--- src/rtl/uart_tx_arbiter.sv ---
// uart_tx_arbiter: round-robin share of one uart_tx among NREQ byte producers
// Define UART_TX_ARB_TIMEOUT_EN to build the WAIT-state watchdog (timeout_err_o).
module uart_tx_arbiter #(
  parameter int NREQ        = 4,
  parameter int DBIT        = 8,
  parameter int GAP_CYC     = 0,
  parameter int TIMEOUT_CYC = 200000,
  localparam int IDW = (NREQ > 2) ? $clog2(NREQ) : 1
) (
  input  logic                 clk_i,
  input  logic                 reset_i,
  input  logic [NREQ-1:0]      req_valid_i,
  input  logic [NREQ*DBIT-1:0] req_data_i,
  output logic [NREQ-1:0]      req_ready_o,
  output logic [IDW-1:0]       grant_id_o,
  output logic                 busy_o,
  output logic                 tx_start_o,
  output logic [DBIT-1:0]      tx_din_o,
  input  logic                 tx_done_tick_i,
  output logic                 timeout_err_o
);
  localparam int GCW = (GAP_CYC > 1) ? $clog2(GAP_CYC) : 1;
  typedef enum logic [1:0] {IDLE, WAIT, GAP} state_e;
  state_e state_q, state_d;
  logic [IDW-1:0] ptr_q, ptr_d, grant_id_q, grant_id_d, gnt_idx, rr_j;
  logic [GCW-1:0] gap_q, gap_d;
  logic [NREQ-1:0] req_ready_q, req_ready_d;
  logic [DBIT-1:0] tx_din_q, tx_din_d;
  logic tx_start_q, tx_start_d, busy_q, busy_d;
  logic grant, done_ok, timeout_hit;

  if (NREQ < 2 || TIMEOUT_CYC < 1) begin : g_bad_cfg
    $error("uart_tx_arbiter: NREQ must be >= 2 and TIMEOUT_CYC >= 1");
  end

  // Scan downward so the last hit is the first set bit at or after ptr_q.
  always_comb begin
    gnt_idx = '0;
    rr_j = '0;
    for (int k = NREQ - 1; k >= 0; k--) begin
      rr_j = IDW'((int'(ptr_q) + k) % NREQ);
      if (req_valid_i[rr_j]) gnt_idx = rr_j;
    end
  end

  assign grant   = (state_q == IDLE) && |req_valid_i;
  assign done_ok = tx_done_tick_i && !tx_start_q;

`ifdef UART_TX_ARB_TIMEOUT_EN
  localparam int TCW = $clog2(TIMEOUT_CYC + 1);
  logic [TCW-1:0] to_q, to_d;
  logic timeout_q;
  assign timeout_hit = (state_q == WAIT) && !done_ok && (to_q == TCW'(TIMEOUT_CYC - 1));
  assign to_d = grant ? '0 : (state_q == WAIT) ? to_q + 1'b1 : to_q;
  always_ff @(posedge clk_i) begin
    to_q      <= reset_i ? '0 : to_d;
    timeout_q <= reset_i ? 1'b0 : timeout_hit;
  end
  assign timeout_err_o = timeout_q;
`else
  assign timeout_hit   = 1'b0;
  assign timeout_err_o = 1'b0;
`endif

  always_ff @(posedge clk_i) begin
    if (reset_i) begin
      state_q     <= IDLE;
      gap_q       <= '0;
      ptr_q       <= '0;
      grant_id_q  <= '0;
      req_ready_q <= '0;
      tx_din_q    <= '0;
      tx_start_q  <= 1'b0;
      busy_q      <= 1'b0;
    end else begin
      state_q     <= state_d;
      gap_q       <= gap_d;
      ptr_q       <= ptr_d;
      grant_id_q  <= grant_id_d;
      req_ready_q <= req_ready_d;
      tx_din_q    <= tx_din_d;
      tx_start_q  <= tx_start_d;
      busy_q      <= busy_d;
    end
  end

  always_comb begin
    state_d = state_q;
    gap_d = gap_q;
    case (state_q)
      IDLE: state_d = grant ? WAIT : IDLE;
      WAIT: begin
        gap_d = '0;
        if (done_ok || timeout_hit) state_d = (GAP_CYC == 0) ? IDLE : GAP;
      end
      GAP: begin
        gap_d = gap_q + 1'b1;
        if (int'(gap_q) >= GAP_CYC - 1) state_d = IDLE;
      end
      default: state_d = IDLE;
    endcase
  end

  always_comb begin
    req_ready_d = grant ? NREQ'(1) << gnt_idx : '0;
    tx_start_d  = grant;
    tx_din_d    = grant ? req_data_i[int'(gnt_idx)*DBIT +: DBIT] : tx_din_q;
    grant_id_d  = grant ? gnt_idx : grant_id_q;
    ptr_d       = grant ? ((int'(gnt_idx) == NREQ - 1) ? '0 : gnt_idx + 1'b1) : ptr_q;
    busy_d      = state_d != IDLE;
  end

  assign req_ready_o = req_ready_q;
  assign grant_id_o  = grant_id_q;
  assign tx_din_o    = tx_din_q;
  assign tx_start_o  = tx_start_q;
  assign busy_o      = busy_q;
endmodule

--- config.mk ---
export PLATFORM = sky130hd
export DESIGN_NAME = uart_tx_arbiter
export DESIGN_NICKNAME = d
export VERILOG_FILES = /design/src/rtl/uart_tx_arbiter.sv
export SDC_FILE = /design/constraint.sdc
export NUM_CORES = 1
export LEC_CHECK = 0
export ABC_AREA = 1
export BUFFER_PORTS_ARGS = -buffer_cell sky130_fd_sc_hd__buf_4
export CAP_MARGIN = 20
export CELL_PAD_IN_SITES_DETAIL_PLACEMENT = 1
export CELL_PAD_IN_SITES_GLOBAL_PLACEMENT = 2
export CORE_ASPECT_RATIO = 0.7
export CORE_UTILIZATION = 23
export CTS_BUF_LIST = sky130_fd_sc_hd__clkbuf_8
export DETAILED_ROUTE_END_ITERATION = 10
export PLACE_DENSITY = 0.84
export SKIP_LAST_GASP = 1
export SYNTH_ARGS = -nofsm -noshare
export SYNTH_HDL_FRONTEND = slang
export SYNTH_SLANG_ARGS = --single-unit
--- constraint.sdc ---
create_clock -name clk_i -period 1.95 [get_ports clk_i]
set_clock_uncertainty 0.05 [all_clocks]
set_input_delay 0 -clock clk_i [delete_from_list [all_inputs] [get_ports clk_i]]
set_output_delay 0 -clock clk_i [all_outputs]
set_load 0.02 [all_outputs]
After elaboration in Yosys (flattened, before gate mapping)
Index checks and enable logic that the tools add are counted.
W data, S select, Z words.
{"block": "totals", "out_inout_bits": 17, "elab_cells": 43, "ff_bits": 20, "input_bits": 39}
{"block": "op_classes", "reduce_logical": 7, "n_bitwise": 1, "magnitude_cmp": 4, "n_eq_ne": 2, "muxes": 16, "n_shift": 2, "n_addsub": 4}
{"op": "$shiftx A32 B6 Y8", "n": 1}
{"op": "$lt A2 B3 Y1 const B", "n": 4}
{"op": "$mux W2", "n": 6}
{"op": "$bmux W1 S2", "n": 4}
{"op": "$mux W1", "n": 5}
{"op": "$add A2 B1 Y2 const B", "n": 2}
{"op": "$add A2 B2 Y2 const B", "n": 2}
{"op": "$eq A2 B1 Y1 const B", "n": 2}
{"op": "$pmux W2 S2", "n": 1}
{"op": "$reduce_or A4 Y1", "n": 1}
{"op": "$shl A1 B2 Y4 const A", "n": 1}
{"op": "$logic_and A1 B1 Y1", "n": 2}
{"op": "$logic_not A2 Y1", "n": 1}
{"op": "$reduce_bool A2 Y1", "n": 1}
{"op": "$reduce_or A2 Y1", "n": 1}
{"op": "$logic_not A1 Y1", "n": 1}
{"op": "$not A1 Y1", "n": 1}

Logic depth before layout (Yosys ltp)
Gate-level depths: netlist of run 1.
{"block": "depth", "ltp_word": 9, "mapped_depth": 15, "ltp_nobuf": 14}

Least setup slack after synthesis of run 1
No wires, ideal clock.
{"block": "synth_path", "path_kind": "register -> register", "from": "register ptr_q[0]", "to": "register tx_din_q[1] (netlist: tx_din_o[1])", "required_ps": 1791, "period_less_slack_ps": 1546, "arrival_ps": 1387, "path_buffers": 2, "setup_time_ps": 109, "setup_slack_ps": 404, "path_stages_with_launch": 11, "cell_sequence": "dfxtp_1 -> buf_6 -> o21ai_1 -> nand3_1 -> nand3_2 -> buf_2 -> nand3_1 -> nand3_1 -> nand3_1 -> nand2_1 -> inv_1"}
{"block": "synth_via", "elab_chain_len": 8, "word_cells_on_any_way": 16, "cone_classes": "add/sub (3); shift (1); mux (12)"}
{"item": "from (decl)", "line": "25", "rtl": "logic [IDW-1:0] ptr_q, ptr_d, grant_id_q, grant_id_d, gnt_idx, rr_j;"}
{"item": "from (signal assigned)", "line": "78", "rtl": "ptr_q <= ptr_d;"}
{"item": "$add A2 B2 Y2", "line": "41", "rtl": "rr_j = IDW'((int'(ptr_q) + k) % NREQ);"}
{"item": "$bmux W1 S2", "line": "42", "rtl": "if (req_valid_i[rr_j]) gnt_idx = rr_j;"}
{"item": "$mux W1 (not written as such)", "line": "42"}
{"item": "$mux W2 (3 in series)", "line": "42"}
{"item": "$mux W2 (*)", "line": "42"}
{"item": "$shiftx A32 B6 Y8 (*)", "line": "107", "rtl": "tx_din_d = grant ? req_data_i[int'(gnt_idx)*DBIT +: DBIT] : tx_din_q;"}
{"item": "to (signal assigned)", "line": "81", "rtl": "tx_din_q <= tx_din_d;"}
{"item": "to (decl)", "line": "28", "rtl": "logic [DBIT-1:0] tx_din_q, tx_din_d;"}
Mark *: on every way between the ends. The rest lies on a longest branch, timed or not. The select of a mux whose other input is x is not followed.
A chain may end at the register's enable or synchronous reset.

Final worst setup path of run 1
{"block": "layout_path", "from": "register ptr_q[0]", "to": "register tx_din_q[0] (netlist: tx_din_o[0])"}
Same word-level chain as after synthesis.

==> flow_summary.ini, run 1 <==
[timing]
setup_viol = 0
drv_slew = 0
max_freq_ghz = 0.563
min_period_over_period = 0.911
rsz0062_at_grt = true
period_minus_slack_ns = 1.78
hold_viol = 0

[placement]
io_buffer_count = 54
post-dp-hpwl_um = 3130
place_congestion = 0.800
dp.cells = 324

[grt]
grt_pass1_wl_um = 6980
grt_max_degree = 22
grt_pass1_vias = 1483
globalRouteOverflowTotal = 0
track_usage = 0.153
antenna_found_initial = 0

[cts]
cts_tree = built
clk_path_buf_depth = 2
cts_setup_buffers = 0
cts_max_level = 1
clock-sinks = 20
clk_pin_slew_ns = 0.08
clock_tree.root_cell = clkbuf_8
numCtsBuffers = 3
clk_latency_ns = 0.26

[floorplanning]
die_x_um = 89.8
ioPinCount = 56
initial_utilization = 0.249
die_h_um = 63.5
rows = 21
core_mm2 = 0.00499
die-area_mm2 = 0.00570

[hold_path]
hp-class = in -> reg
min_path_cells = 5

[synthesis]
ys_types = 22
synth_edf_count = 0
synth_cells = 204
syn_area_mm2 = 0.00124
synth.top_cell.area_share = 0.323
synthArstFlopShare = 0
post-synth-top-area-cell = dfxtp_1
synthTopCellsByArea = dfxtp_1, nand3_1, nand2_1
ys_ff_latch = 20
ys.flop_type = dfxtp_1
ys_warn_count = 0
yosysSeqAreaShare = 0.323
syn_avg_cell_area_um2 = 6.08

[drt]
wl_per_cell_um = 12.3
drt_iter0_drc = 56
drc = 0
drt_pass1_iterations = 4
vias = 1416
vias_per_cell = 4.30
drtAntennaViolNets = 0
totalWireLength_um = 4050

[cells_and_area]
area_delta_synth_final_pct = 47.1
n_fill_cell = 666
final_common_cell = buf_4
seqCellArea_um2 = 402
layout_common_cells = buf_4, nand2_1, nand3_1
instances_no_fill = 329
antenna_cells = 0
drive_above_1_share = 0.300
multi_input_area_um2 = 674
final_nets = 300

[worst_setup_path]
critPathLaunchType = flip-flop
worstRegToRegCells = 14
crit_type = reg -> reg
worstSetupEndpointType = flip-flop
cp_max_fo = 21
crit_required_ns = 2.07
arrival_ns = 1.89

[run_status]
status = completed

[pwr]
power.total_w = 0.00174
power_leakage_nw = 1.01
p_per_area_mw_per_mm2 = 953
vdd_ir_drop_max_v = 0.000395

[run]
maxCapViolCount = 0
flip-flops by register name, summed over array words and instances (netlist names):
name / cells
busy_o: 1
grant_id_o: 2
ptr_q: 2
req_ready_o: 4
state_q: 2
tx_din_o: 8
tx_start_o: 1
where the power goes:
group | internal [W] | leakage, nW | switching (W)
Sequential | 0.000464 | 0.165 | 0.0000338
Clock | 0.000274 | 0.0357 | 0.000156
Combinational | 0.000315 | 0.807 | 0.000496
synthesized netlist by cell type (2+ instances only):
master	n
a21oi_1	2
buf_2	2
buf_4	2
buf_6	3
dfxtp_1	20
inv_1	33
inv_2	2
nand2_1	53
nand2_2	4
nand2_4	2
nand3_1	50
nor2_1	19
o21ai_1	2
o41ai_1	2
worst max-delay path, stage by stage (launching register included):
cell	delay [ns]
dfxtp_2	0.37
buf_4	0.17
nand2_1	0.06
nand2_1	0.10
nand2_2	0.06
nand2_2	0.08
nand2_2	0.07
nand2_1	0.11
nand2_4	0.09
nand2_8	0.14
inv_1	0.12
nand2_1	0.07
nand3_1	0.06
nand3_1	0.07
nand2_1	0.05
cell type report:
| class | count | share of cell area |
|---|---|---|
| clock inverters | 1 | 0.0164 |
| inverters | 36 | 0.0740 |
| well taps | 69 | 0.0473 |
| repair buffers | 59 | 0.250 |
| flip-flops and latches | 20 | 0.220 |
| multi-input cells | 141 | 0.369 |
| clock buffers | 3 | 0.0226 |
what timing repair did:
action / 4_1_cts / 5_1_grt
hold buffers: 1 / 0
gates resized for setup: 0 / 11
setup endpoints to repair: 0 / 7
hold endpoints to repair: 2 / 0
path summary, 6_finish.rpt:
check             slack, ns      startpoint             to
setup / recovery       0.17        ptr_q[0]    tx_din_o[0]
hold reg to reg        0.45   grant_id_o[1]  grant_id_o[1]
setup reg to reg       0.17        ptr_q[0]    tx_din_o[0]
hold / removal        0.003  req_data_i[16]    tx_din_o[0]
stage by stage:
step	hold slack, ns	TNS (ns)	instance area [um2]	utilization	setup WS, ns
floorplan	0.168	0	1240	-	0.404
global placement	0.255	0	1700	0.341	0.171
detailed placement	0.262	0	1700	0.341	0.139
CTS	0.000295	0	1790	0.358	0.134
global route	0.0374	-0.0485	1830	0.366	-0.0294
finish	0.00327	0	1830	0.366	0.173
logic make-up (layout without fill, tap and decap cells):
| kind of cell | Yosys count | count (layout) | share of synthesized area |
|---|---|---|---|
| and+or+nand+nor | 131 | 131 | 0.476 |
| buffers and inverters | 44 | 99 | 0.159 |
| DFF | 20 | 20 | 0.323 |
| AOI/OAI and AO/OA | 8 | 8 | 0.0393 |
| other | 1 | 2 | 0.00302 |
layer usage:
metal | wire length [um] | vias up | GRT usage
met5 | 0 | - | 0
met4 | 16 | 0 | 0.0307
met3 | 202 | 2 | 0.0362
met2 | 1600 | 38 | 0.219
met1 | 2230 | 632 | 0.229
li1 | - | 744 | -
Note: power is estimated with default switching activity, not from simulation.
==> run 2, diff against run 1 <==
Settings changed: PLACE_DENSITY 0.84 to 0.89.
==> run 2 against run 1 <==
  * Hold slack improved by 0.0017 ns
  * Sequential share of layout area fell by 0.22 points
  * Die area is the same
  * Global-route usage down 1.2 points
  * Combinational power is 1% lower
  * Flip-flop and latch count unchanged
  * Setup slack improved by 0.028 ns
  * Cell count increased by 0.61%
  * Register-to-register slack improved by 0.03 ns
  * Via count grew 0.35%
  * Core utilization is 0.25 points higher
  * Design area up 0.69%
  * Critical path type unchanged
==> flow_summary.ini, run 2 (synthesis results as in run 1) <==
[drt]
vias_per_cell = 4.29
drt_pass1_iterations = 4
wl_per_cell_um = 11.8
totalWireLength_um = 3910
drt_iter0_drc = 22
drc = 0
vias = 1421
drtAntennaViolNets = 0

[pwr]
p_per_area_mw_per_mm2 = 938
vdd_ir_drop_max_v = 0.000300
power_leakage_nw = 1.01
power.total_w = 0.00172

[cells_and_area]
final_common_cell = buf_4
n_fill_cell = 657
antenna_cells = 0
largest_reg_flops = 8
layout_common_cells = buf_4, nand2_1, nand3_1
final_nets = 302
fin_util = 0.368
drive_above_1_share = 0.290
area_delta_synth_final_pct = 48.1

[placement]
place_congestion = 0.788
post-dp-hpwl_um = 3000
dp_slack_ns = 0.129
io_buffer_count = 54

[cts]
clock-sinks = 20
cts_setup_buffers = 0
numCtsBuffers = 3
cts_tree = built
clock_tree.root_cell = clkbuf_8
cts_max_level = 1
clk_latency_ns = 0.26
clk_pin_slew_ns = 0.09
clk_path_buf_depth = 2

[floorplanning]
ioPinCount = 56
rows = 21
die_x_um = 89.8
die-area_mm2 = 0.00570
core_mm2 = 0.00499
die_h_um = 63.5
initial_utilization = 0.249

[worst_setup_path]
crit_required_ns = 2.07
critPathCapture = tx_din_o[0]
startpoint = ptr_q[0]
arrival_ns = 1.87
critPathTopFamily = simple AND/OR/NAND/NOR gates
worstReg2RegStart = ptr_q[0]
crit_chain = buf_6, nand2_1, nand2_1, nand2_2, nand2_2, nand2_2, nand2_1, nand2_4, nand2_8, inv_1, nand2_1, nand3_1, nand3_1, nand2_1
max_stage_delay_ns = 0.37
worstRegToRegCells = 14
cp_num_buf_inv = 2
timing.rr.end = tx_din_o[0]
crit_type = reg -> reg
worstSetupEndpointType = flip-flop
crit_cells = 14
cpMaxStageDelayCell = dfxtp_1
cp_common_cell = nand2_1
r2r_slack_ns = 0.20
critPathLaunchType = flip-flop
cp_max_fo = 21

[timing]
max_freq_ghz = 0.572
whs_ns = 0.00497
drv_slew = 0
min_period_over_period = 0.897
setup_viol = 0
hold_viol = 0
period_minus_slack_ns = 1.75
finalSetupTns_ns = 0
timing.final.ws_setup_ns = 0.201
rsz0062_at_grt = false

[run_status]
status = completed

[hold_path]
hp-class = in -> reg
min_path_cells = 5

[run]
maxCapViolCount = 0

[grt]
antenna_found_initial = 0
grt_pass1_vias = 1419
globalRouteOverflowTotal = 0
grt_pass1_wl_um = 6550
track_usage = 0.141
grt_max_degree = 22
## run 2: power by group
part / switching (W) / leakage, nW / internal, W
Clock: 0.000152 / 0.0357 / 0.000274
Combinational: 0.000485 / 0.813 / 0.000314
Sequential: 0.0000350 / 0.165 / 0.000464
Total: 0.000672 / 1.01 / 0.00105
## run 2: worst min path at each step
stage                               from          end  slack [ns]
after floorplan           req_data_i[16]  tx_din_o[0]        0.17
after global routing       req_data_i[8]  tx_din_o[0]        0.02
after CTS                 req_data_i[14]  tx_din_o[6]       0.005
after global placement           reset_i   state_q[0]        0.26
after detailed placement         reset_i   state_q[0]        0.26
final                     req_data_i[14]  tx_din_o[6]       0.005
## run 2: tightest hold or removal path: stages
cell and delay (ns):
buf_4 0.08, nand2_1 0.04, nand3_1 0.06, nand3_1 0.07, nand2_1 0.05
## run 2: what timing repair did
item | CTS | global route
hold buffers | 3 | 0
endpoints found under the setup margin | 0 | 7
hold endpoints to repair | 4 | 0
gates resized for setup | 0 | 8
## run 2: per-layer routing
metal,GRT usage,wire length (um),vias up
li1,-,-,747
met1,0.209,2060,629
met2,0.208,1620,43
met3,0.0326,214,2
met4,0.0246,8,0
met5,0,0,-
## run 2: final cells by class
class,count,area [um2],share of cell area
Tap cell,69,86.3,0.0470
Timing Repair Buffer,61,473,0.257
Clock buffer,3,41.3,0.0225
Multi-Input combinational cell,141,672,0.366
Inverter,36,135,0.0735
Sequential cell,20,400,0.218
Clock inverter,1,30.0,0.0163
## run 2: metrics by stage
step                cells  instance area [um2]
finish                331                 1840
global route          331                 1840
CTS                   331                 1810
detailed placement    324                 1700
global placement      324                 1700
floorplan             205                 1240
